$ cat src/rtl/relu_stream_ctrl.sv
// relu_stream_ctrl: sequencing controller for the reluArr activation stage.
// Accepts packed lane beats over valid/ready, drives reluArr en/in with
// row-end partial lane masks, captures the one-cycle-latency results into a
// 4-entry output buffer and presents them downstream with row framing.
// Optional build macro RELU_CTRL_STATS_EN adds the clip_count output, which
// counts masked-in lanes whose captured ReLU result is zero.
module relu_stream_ctrl #(
    parameter int data_width = 8,
    parameter int array_size = 9,
    parameter int cnt_width  = 16
) (
    input  logic                             clk,
    input  logic                             reset,
    input  logic                             start,
    input  logic [cnt_width-1:0]             cfg_row_len,
    input  logic [cnt_width-1:0]             cfg_num_rows,
    output logic                             busy,
    output logic                             done,
    input  logic [data_width*array_size-1:0] in_data,
    input  logic                             in_valid,
    output logic                             in_ready,
    output logic [array_size-1:0]            relu_en,
    output logic [data_width*array_size-1:0] relu_in,
    input  logic [data_width*array_size-1:0] relu_out,
    output logic [data_width*array_size-1:0] out_data,
    output logic [array_size-1:0]            out_mask,
    output logic                             out_last,
    output logic                             out_valid,
    input  logic                             out_ready
`ifdef RELU_CTRL_STATS_EN
    ,
    output logic [cnt_width-1:0]             clip_count
`endif
);

    localparam int                   VEC_W = data_width * array_size;
    localparam logic [cnt_width-1:0] LANES = cnt_width'(array_size);
    localparam logic [cnt_width-1:0] ONE   = cnt_width'(1);

    typedef enum logic [1:0] {
        ST_IDLE  = 2'd0,
        ST_RUN   = 2'd1,
        ST_DRAIN = 2'd2,
        ST_DONE  = 2'd3
    } state_t;

    state_t                 state_r;
    state_t                 state_next_s;

    logic [cnt_width-1:0]   cfg_row_len_r;
    logic [cnt_width-1:0]   cfg_num_rows_r;
    logic [cnt_width-1:0]   rem_r;          // elements left in the current row
    logic [cnt_width-1:0]   row_cnt_r;

    logic                   busy_r;
    logic                   done_r;
    logic                   in_ready_r;
    logic                   out_valid_r;

    logic                   inflight_r;
    logic [array_size-1:0]  mask_p_r;
    logic                   last_p_r;

    logic [VEC_W-1:0]       fifo_data_r [4];
    logic [array_size-1:0]  fifo_mask_r [4];
    logic                   fifo_last_r [4];
    logic [1:0]             wr_ptr_r;
    logic [1:0]             rd_ptr_r;
    logic [2:0]             occ_r;

    logic                   start_ok_s;
    logic                   cfg_zero_s;
    logic                   issue_s;
    logic                   row_last_s;
    logic                   frame_last_s;
    logic [array_size-1:0]  lane_mask_s;
    logic                   push_s;
    logic                   pop_s;
    logic [2:0]             occ_next_s;
    logic                   in_ready_next_s;

    assign start_ok_s   = start & (state_r == ST_IDLE);
    assign cfg_zero_s   = (cfg_row_len == {cnt_width{1'b0}}) | (cfg_num_rows == {cnt_width{1'b0}});
    assign issue_s      = in_valid & in_ready_r;
    assign row_last_s   = (rem_r <= LANES);
    assign frame_last_s = row_last_s & (row_cnt_r == (cfg_num_rows_r - ONE));
    assign push_s       = inflight_r;
    assign pop_s        = out_valid_r & out_ready;
    assign occ_next_s   = occ_r + {2'b00, push_s} - {2'b00, pop_s};

    // A slot is reserved for every beat in flight, so an issued beat always lands.
    assign in_ready_next_s = (state_next_s == ST_RUN) &&
                             ((occ_next_s + {2'b00, issue_s}) < 3'd4);

    assign busy      = busy_r;
    assign done      = done_r;
    assign in_ready  = in_ready_r;
    assign out_valid = out_valid_r;
    assign relu_in   = in_data;
    assign relu_en   = issue_s ? lane_mask_s : {array_size{1'b0}};
    assign out_data  = fifo_data_r[rd_ptr_r];
    assign out_mask  = fifo_mask_r[rd_ptr_r];
    assign out_last  = fifo_last_r[rd_ptr_r];

    // Lane mask: full beats everywhere except the row-end beat, which keeps the remainder lanes.
    always_comb begin
        lane_mask_s = {array_size{1'b1}};
        if (row_last_s) begin
            for (int i = 0; i < array_size; i++) begin
                lane_mask_s[i] = (cnt_width'(i) < rem_r);
            end
        end else begin
            lane_mask_s = {array_size{1'b1}};
        end
    end

    // Next-state decode for the frame sequencer.
    always_comb begin
        state_next_s = state_r;
        case (state_r)
            ST_IDLE: begin
                if (start_ok_s) begin
                    state_next_s = cfg_zero_s ? ST_DONE : ST_RUN;
                end else begin
                    state_next_s = ST_IDLE;
                end
            end
            ST_RUN: begin
                if (issue_s && frame_last_s) begin
                    state_next_s = ST_DRAIN;
                end else begin
                    state_next_s = ST_RUN;
                end
            end
            ST_DRAIN: begin
                // Pushes are counted in occ_next_s, so empty-next also means nothing in flight.
                if (occ_next_s == 3'd0) begin
                    state_next_s = ST_DONE;
                end else begin
                    state_next_s = ST_DRAIN;
                end
            end
            ST_DONE: begin
                state_next_s = ST_IDLE;
            end
            default: begin
                state_next_s = ST_IDLE;
            end
        endcase
    end

    // Sequencer state and its registered status outputs.
    always_ff @(posedge clk) begin
        if (reset) begin
            state_r     <= ST_IDLE;
            busy_r      <= 1'b0;
            done_r      <= 1'b0;
            in_ready_r  <= 1'b0;
            out_valid_r <= 1'b0;
        end else begin
            state_r     <= state_next_s;
            busy_r      <= (state_next_s != ST_IDLE);
            done_r      <= (state_r == ST_DONE);
            in_ready_r  <= in_ready_next_s;
            out_valid_r <= (occ_next_s != 3'd0);
        end
    end

    // Configuration capture and row/element position tracking.
    always_ff @(posedge clk) begin
        if (reset) begin
            cfg_row_len_r  <= {cnt_width{1'b0}};
            cfg_num_rows_r <= {cnt_width{1'b0}};
            rem_r          <= {cnt_width{1'b0}};
            row_cnt_r      <= {cnt_width{1'b0}};
        end else if (start_ok_s) begin
            cfg_row_len_r  <= cfg_row_len;
            cfg_num_rows_r <= cfg_num_rows;
            rem_r          <= cfg_row_len;
            row_cnt_r      <= {cnt_width{1'b0}};
        end else if (issue_s) begin
            if (row_last_s) begin
                rem_r     <= cfg_row_len_r;
                row_cnt_r <= row_cnt_r + ONE;
            end else begin
                rem_r     <= rem_r - LANES;
                row_cnt_r <= row_cnt_r;
            end
        end
    end

    // Remember the mask and row-end flag of the beat whose result arrives next cycle.
    always_ff @(posedge clk) begin
        if (reset) begin
            inflight_r <= 1'b0;
            mask_p_r   <= {array_size{1'b0}};
            last_p_r   <= 1'b0;
        end else begin
            inflight_r <= issue_s;
            if (issue_s) begin
                mask_p_r <= lane_mask_s;
                last_p_r <= row_last_s;
            end
        end
    end

    // Four-entry output buffer: capture reluArr results, release them on downstream pops.
    always_ff @(posedge clk) begin
        if (reset) begin
            for (int i = 0; i < 4; i++) begin
                fifo_data_r[i] <= {VEC_W{1'b0}};
                fifo_mask_r[i] <= {array_size{1'b0}};
                fifo_last_r[i] <= 1'b0;
            end
            wr_ptr_r <= 2'd0;
            rd_ptr_r <= 2'd0;
            occ_r    <= 3'd0;
        end else begin
            if (push_s) begin
                fifo_data_r[wr_ptr_r] <= relu_out;
                fifo_mask_r[wr_ptr_r] <= mask_p_r;
                fifo_last_r[wr_ptr_r] <= last_p_r;
                wr_ptr_r              <= wr_ptr_r + 2'd1;
            end
            if (pop_s) begin
                rd_ptr_r <= rd_ptr_r + 2'd1;
            end
            occ_r <= occ_next_s;
        end
    end

`ifdef RELU_CTRL_STATS_EN
    logic [cnt_width-1:0] clip_r;
    logic [cnt_width:0]   clip_sum_s;

    // Number of enabled lanes whose value is exactly zero.
    function automatic logic [cnt_width-1:0] zero_lanes(
        input logic [VEC_W-1:0]      data,
        input logic [array_size-1:0] mask
    );
        logic [cnt_width-1:0] n;
        n = {cnt_width{1'b0}};
        for (int i = 0; i < array_size; i++) begin
            if (mask[i] && (data[i*data_width +: data_width] == {data_width{1'b0}})) begin
                n = n + ONE;
            end else begin
                n = n;
            end
        end
        return n;
    endfunction

    // Widened sum so saturation can be detected from the carry.
    always_comb begin
        clip_sum_s = {1'b0, clip_r} + {1'b0, zero_lanes(relu_out, mask_p_r)};
    end

    // Saturating count of clipped lanes for the current frame.
    always_ff @(posedge clk) begin
        if (reset) begin
            clip_r <= {cnt_width{1'b0}};
        end else if (start_ok_s) begin
            clip_r <= {cnt_width{1'b0}};
        end else if (push_s) begin
            clip_r <= clip_sum_s[cnt_width] ? {cnt_width{1'b1}} : clip_sum_s[cnt_width-1:0];
        end
    end

    assign clip_count = clip_r;
`endif

endmodule

$ cat config.mk
export PLATFORM = sky130hd
export DESIGN_NAME = relu_stream_ctrl
export DESIGN_NICKNAME = d
export VERILOG_FILES = /design/src/rtl/relu_stream_ctrl.sv
export SDC_FILE = /design/constraint.sdc
export NUM_CORES = 1
export LEC_CHECK = 0
export ABC_AREA = 1
export BUFFER_PORTS_ARGS = -buffer_cell sky130_fd_sc_hd__buf_2
export CAP_MARGIN = 15
export CORE_ASPECT_RATIO = 2
export CORE_MARGIN = 3
export CORE_UTILIZATION = 51
export CTS_CLUSTER_DIAMETER = 60
export DETAILED_ROUTE_END_ITERATION = 8
export HOLD_SLACK_MARGIN = 0.02
export PLACE_DENSITY = 0.86
export SYNTH_ARGS = -nofsm -noshare
export SYNTH_HDL_FRONTEND = slang
export SYNTH_SLANG_ARGS = --single-unit
$ cat constraint.sdc
create_clock -name clk -period 6.6 [get_ports clk]
set_clock_uncertainty 0.2 [all_clocks]
set_input_delay 0.33 -clock clk [delete_from_list [all_inputs] [get_ports clk]]
set_output_delay 0.33 -clock clk [all_outputs]
set_load 0.01 [all_outputs]
==> flow_summary_export.csv, run 1 <==
group,metric,value,unit
logic_synthesis,synthAdderAreaFrac,0.006271,
drt,drt_pass1_iterations,5,
worst_hold_path,min-delay-start,"start",
final_layout,nFillCells,2859,
logic_synthesis,synthXorXnorAreaFrac,0.01097,
logic_synthesis,ys_ff_latch,418,
final_layout,synthToLayoutAreaGrowth,15.27,%
placement,hpwl,30.71,mm
clock_network,clkLatencyLatePin,530,ps
pwr,p_leak,0.008978,uW
critical_path,path_cells,"inv_4 > buf_4 > o21ai_0 > o22ai_1 > buf_2",
critical_path,endpoint_kind,"output pin",
final_layout,drive_gt1_frac,0.1417,
logic_synthesis,syn-cell-area,0.01915,sq mm
sta,fin_setup_tns,0,ps
drt,drt-initial-drc-count,1028,
final_layout,layout.nets,2372,
clock_network,cts_hold_buf,105,
pwr,irDropWorstVdd,0.3132,mV
logic_synthesis,postSynthAreaPerCell,9.506,sq um
critical_path,crit_fanout,90,
logic_synthesis,synth_mux_area_frac,0,
drt,drc_errors,0,
global_routing,antenna_found_initial,1,
logic_synthesis,ys.flop_type,"edfxtp_1",
die,die_x,143.0,um
clock_network,clkTransAtPathRegs,60,ps
logic_synthesis,synth_nets,2205,
die,dieArea,0.04006,sq mm
sta,post-route-period-util,0.5959,
critical_path,cp.arrival,3400,ps
clock_network,cts_buffer_depth,3,
sta,finalCriticalPeriod,3933,ps
placement,gp_congestion,0.8801,
logic_synthesis,synth_compound_area_frac,0.1113,
sta,setup_viol,0,
sta,fmax,254.3,MHz
logic_synthesis,synth_cells,2015,
drt,post_drt_wl_per_cell,18.52,um
status,status,"completed",
placement,dpl_worst_slack,2717,ps
die,die-height,280.1,um
sta,slew_headroom,0.2404,
die,initial_core_util,0.5207,
critical_path,cpMaxStageDelayCell,"buf_4",
critical_path,cp.required,6070,ps
global_routing,grt_pass1_vias,15280,
clock_network,cts_resized,0,
die,ios,348,
global_routing,grt_first_pass_wirelength,75.94,mm
pwr,powerDensity,290.4,mW/mm^2
logic_synthesis,async_flop_share,0,
critical_path,cp-start-kind,"register",
global_routing,grt_usage,0.2402,
critical_path,r2r-start,"wr_ptr_r[1]",
clock_network,clk_root_buffer_cell,"clkbuf_16",
drt,ant_nets,0,
placement,placed_area,0.01989,sq mm
clock_network,h-tree-depth,2,
placement,portBuffers,203,
logic_synthesis,synth_top_family_by_area,"simple AND/OR/NAND/NOR gates",
flow_run,timing.max_cap.violations,0,
drt,wl,49.35,mm
logic_synthesis,synth-edff-count,328,
clock_network,cts_setup_buffers,0,
logic_synthesis,synth-simple-area-share,0.1775,
die,core_area,0.03679,sq mm
global_routing,grt_max_degree,94,
critical_path,crit_path_max_incr_delay,800,ps
logic_synthesis,synthDistinctLibCells,47,
die,core.rowCount,99,
clock_network,cts_inserted_buffers,37,
drt,dr_total_vias,14972,
clock_network,cts_tree,"yes",
sta,fin_ws,2667,ps
clock_network,clock_sinks,418,
global_routing,grt_overflow,0,
logic_synthesis,seq_area_frac_synth,0.6083,
final_layout,finalInstanceArea,0.02208,sq mm
sta,worstMarginPinSlew,1135,ps
critical_path,crit_type,"register to output pin",
sta,rsz0062_at_grt,"false",
drt,routed_via_density,5.620,
sta,slew_viol_final,0,
logic_synthesis,ys_warn_count,0,
worst_hold_path,hp-class,"input pin to register",
sta,finalHoldViolations,0,
-- cell families after synthesis --
logic type,after synthesis
AOI/OAI and AO/OA,386
and+or+nand+nor,818
DFF,418
xor gates and xnor gates,24
adders and majority gates,9
buffers and inverters,360
-- power by group --
group | internal, uW | switching, uW
combinational | 424 | 853
sequential | 2990 | 95.7
clock | 1120 | 932
total | 4530 | 1880
-- worst max-delay path: cells and delay by family (launching register included) --
| kind | cells | cell delay [ps] |
|---|---|---|
| buffers and inverters | 3 | 1650 |
| DFF | 1 | 580 |
| AOI/OAI and AO/OA | 2 | 600 |
-- synth_stat cells (17+ instances only) --
cell / number / area [sq um]
nor2_1: 485 / 1821
edfxtp_1: 328 / 9849
o21ai_0: 197 / 986.0
nand2_1: 172 / 645.6
inv_1: 158 / 593.1
clkbuf_1: 111 / 416.7
dfxtp_1: 90 / 1802
nor3_1: 88 / 440.4
o22ai_1: 84 / 525.5
buf_4: 73 / 548.0
a21oi_1: 64 / 320.3
nand3_1: 27 / 135.1
a31oi_1: 17 / 106.4
-- layer usage --
| metal | vias up | part of all wire | global-route usage |
|---|---|---|---|
| met4 | 0 | 0.077 | 0.1818 |
| met2 | 649 | 0.53 | 0.4342 |
| li1 | 7086 | - | - |
| met5 | - | 0 | 0 |
| met3 | 202 | 0.070 | 0.03224 |
| met1 | 7035 | 0.32 | 0.2452 |
-- final timing paths --
path / end / slack (ps) / depth (start not counted)
max: out_mask[2] / 2670 / 5
min: in_ready / 130 / 6
max reg2reg: fifo_data_r[1][6] / 2860 / 4
min reg2reg: mask_p_r[3] / 270 / 2
-- placed cells by master (no fill, tap or decap), types with 2 or more instances in the layout --
cell type and n:
ha_1 8, dfxtp_1 88, o21ai_1 5, nor2_4 2, xnor2_1 13, nand4_2 2
or2_2 4, inv_2 6, nor2_1 485, clkinv_1 6, nand2_2 5, o21ai_0 195
xor2_1 11, inv_4 2, nand3_1 27, nand2_4 7, o221ai_1 3, o211ai_1 10
clkbuf_1 11, nor3_2 2, o21ai_4 2, clkbuf_16 38, nand3b_1 5, nor4_1 7
nand2_1 167, inv_1 156, dlygate4sd3_1 105, buf_4 14, nand4_1 6, nor2_2 5
a31oi_1 17, buf_2 203, o22ai_1 84, o21bai_1 2, edfxtp_1 328, nor3_1 88
clkinv_2 7, a21oi_1 64
-- registers in the layout (all words and copies together) (netlist names), named ones only --
| signal | count |
|---|---|
| occ_r | 3 |
| out_valid | 1 |
| wr_ptr_r | 2 |
| fifo_data_r | 288 |
| cfg_row_len_r | 16 |
| row_cnt_r | 16 |
| mask_p_r | 9 |
| done | 1 |
| busy | 1 |
| fifo_last_r | 4 |
| in_ready | 1 |
| inflight_r | 1 |
| state_r | 2 |
| last_p_r | 1 |
| rem_r | 16 |
| rd_ptr_r | 2 |
| cfg_num_rows_r | 16 |
| fifo_mask_r | 36 |
-- through the flow --
stage | hold slack, ps | power [uW] | util | cells
4_1_cts | 78.17 | 6430 | 0.5999 | 2662
6_report | 129.9 | 6411 | 0.6002 | 2664
3_5_place_dp | 255.7 | 4359 | 0.5407 | 2491
5_1_grt | 112.8 | 6693 | 0.6001 | 2663
3_3_place_gp | 251.6 | 4314 | 0.5407 | 2491
2_1_floorplan | 243.5 | 3948 | - | 2015
-- final cells by class --
class | instances | area (sq um) | share of cell area
inverter | 166 | 629.4 | 0.02850
antenna | 1 | 2.502 | 0.0001133
multi-input combinational | 1237 | 5923 | 0.2683
timing repair buffer | 322 | 2172 | 0.09837
sequential | 418 | 11660 | 0.5279
tap | 454 | 568.0 | 0.02573
clock inverter | 16 | 122.6 | 0.005553
clock buffer | 50 | 1006 | 0.04556
Note: power is estimated with default switching activity, not from simulation.
==> inputs of run 2 (changes only) <==
Settings changed: ABC_AREA 1 to 0, CORE_UTILIZATION 51 to 55, PLACE_DENSITY 0.86 to 0.88.
Clock period 6.6 ns to 4 ns, I/O delays scaled along.
==> run 2 against run 1 <==
  * Count of clock-buffer cells in the layout is 2 lower
  * Flip-flop and latch count stayed put
  * Via count is 16% lower
  * Combinational power is 87% higher
  * Worst setup slack worse by 2100 ps
  * First-iteration DRC count is 17% lower
  * Area after synthesis is 0.11% higher
  * Clock power is 77% higher
  * Largest cell class unchanged
==> flow_summary_export.csv, run 2 <==
group,metric,value,unit
logic_synthesis,async_flop_share,0,
final_layout,final-instance-count-excl-fill,2150,
die,dieArea,0.03728,sq mm
logic_synthesis,synth_nets,1642,
drt,drc_errors,0,
placement,hpwl,28.56,mm
final_layout,reg_top3,"fifo_data_r (288), fifo_mask_r (36)",
critical_path,ff2ff_setup_slack,1080,ps
clock_network,cts_inserted_buffers,36,
critical_path,crit_type,"register to output pin",
critical_path,cp-startpoint,"rem_r[4]",
clock_network,clkTransAtPathRegs,60,ps
critical_path,cp.arrival,3080,ps
placement,gp_congestion,0.8634,
sta,fmax,287.4,MHz
clock_network,h-tree-depth,2,
logic_synthesis,ys_ff_latch,418,
placement,dp_cells,1964,
sta,slew_viol_final,0,
logic_synthesis,seq_area_frac_synth,0.6076,
logic_synthesis,ys_top_cells_by_area,"edfxtp_1 (51%), and2_1 (11%), mux4_2 (9.6%)",
placement,portBuffers,203,
drt,routed_via_density,5.875,
sta,finalCriticalPeriod,3479,ps
final_layout,layout.nets,1871,
sta,fin_setup_tns,0,ps
critical_path,critPathCapture,"relu_en[0]",
final_layout,synthToLayoutAreaGrowth,17.68,%
clock_network,cts_setup_buffers,0,
pwr,p_leak,0.008607,uW
final_layout,final_common_cell,"and2_1",
global_routing,grt_pass1_vias,13431,
drt,post_drt_wl_per_cell,22.33,um
pwr,irDropWorstVdd,0.6221,mV
die,die-height,270.1,um
die,core.rowCount,96,
clock_network,clock_sinks,418,
logic_synthesis,synthDistinctLibCells,66,
pwr,powerDensity,499.4,mW/mm^2
die,initial_core_util,0.5582,
drt,ant_nets,0,
logic_synthesis,ys.flop_type,"edfxtp_1",
die,ios,348,
logic_synthesis,syn-cell-area,0.01918,sq mm
final_layout,regMostFlops,"fifo_data_r",
final_layout,drive_gt1_frac,0.2272,
critical_path,cp.required,3600,ps
worst_hold_path,hp-class,"input pin to output pin",
final_layout,layout_common_cells,"and2_1 (334), edfxtp_1 (328), buf_2 (203)",
clock_network,cts_buffer_depth,3,
global_routing,grt_first_pass_wirelength,74.78,mm
sta,post-route-period-util,0.8697,
drt,dr_total_vias,12632,
global_routing,grt_max_degree,83,
global_routing,grt_overflow,0,
global_routing,grt_usage,0.2551,
critical_path,ff2ff_path_depth,8,
clock_network,cts_tree,"yes",
logic_synthesis,netlist_top_cells_count,"and2_1 (334), edfxtp_1 (328), nand2_1 (106)",
critical_path,cp-start-kind,"register",
logic_synthesis,synth_area_leader_cell,"edfxtp_1",
final_layout,largest_reg_flops,288,
sta,slew_headroom,0.3514,
sta,rsz0062_at_grt,"false",
drt,drt-initial-drc-count,851,
flow_run,timing.max_cap.violations,0,
drt,drt_pass1_iterations,5,
die,die_x,138.0,um
sta,setup_viol,0,
critical_path,r2r-start,"cfg_num_rows_r[0]",
critical_path,crit_fanout,13,
logic_synthesis,synth_most_common_cell,"and2_1",
clock_network,clk_root_buffer_cell,"clkbuf_16",
critical_path,endpoint_kind,"output pin",
status,status,"completed",
sta,finalHoldViolations,0,
critical_path,r2r-end,"state_r[0]",
logic_synthesis,postSynthAreaPerCell,13.21,sq um
logic_synthesis,ys_warn_count,0,
global_routing,antenna_found_initial,1,
logic_synthesis,synth-edff-count,328,
die,core_area,0.03435,sq mm
clock_network,clkLatencyLatePin,530,ps
logic_synthesis,synth_cells,1452,
logic_synthesis,synth_top_cell_area_share,0.5136,
drt,wl,48.01,mm
sta,worstMarginPinSlew,972.8,ps
run 2: cell families after synthesis:
kind of cell / Yosys count / share of synthesized area
flops: 418 / 0.6076
mux: 83 / 0.09683
buf+inv: 179 / 0.05050
simple gates: 576 / 0.1695
fa+ha+maj: 9 / 0.006264
xor+xnor: 41 / 0.01873
compound gates: 146 / 0.05057
run 2: where the power goes:
part | internal [uW] | switching, uW | total (uW)
sequential | 4990 | 253 | 5240
clock | 2080 | 1540 | 3620
combinational | 1060 | 1340 | 2400
run 2: per-stage QoR:
step | instance area [sq um] | util | hold slack (ps) | total power [uW] | worst slack [ps]
3_5_place_dp | 20140 | 0.5864 | 200.1 | 7591 | 1040
4_1_cts | 22560 | 0.6568 | 200.1 | 11290 | 509.5
2_1_floorplan | 19180 | - | 136.0 | 6883 | 699.6
3_3_place_gp | 20140 | 0.5864 | 200.1 | 7513 | 1169
5_1_grt | 22570 | 0.6569 | 200.0 | 11730 | 350.6
6_report | 22570 | 0.6569 | 200.0 | 11270 | 521.1
run 2: worst min-delay path by stage:
stage	from	end	cells after the start
floorplan	cfg_num_rows[2]	cfg_num_rows_r[2]	2
global placement	in_data[13]	relu_in[13]	0
detailed placement	in_data[13]	relu_in[13]	0
CTS	in_data[13]	relu_in[13]	0
global route	in_data[18]	relu_in[18]	0
finish	in_data[18]	relu_in[18]	0
run 2: layout make-up:
class	count	area, sq um
diodes	1	2.502
clock buffers	48	1028
clock inverters	17	190.2
fillers	2292	11790
inverters	20	75.07
multi-input cells	855	6603
flip-flops and latches	418	11660
well taps	441	551.8
repair buffers	350	2457
run 2: layer usage:
layer | track usage | share of wire
met5 | 0 | 0
met4 | 0.1309 | 0.051
met3 | 0.04128 | 0.067
met2 | 0.4705 | 0.55
met1 | 0.2800 | 0.33
run 2: worst max-delay path: stages, from the launching register on:
cell,delay [ps]
dfxtp_1,370
or4_1,650
nor2_1,200
nand2_1,290
o31ai_1,590
buf_4,230
o21ai_1,70
buf_2,150
run 2: repair_timing:
| action | 4_1_cts | 5_1_grt |
|---|---|---|
| endpoints found under the hold margin | 353 | 0 |
| hold buffers | 120 | 0 |
| resized for setup | 0 | 0 |
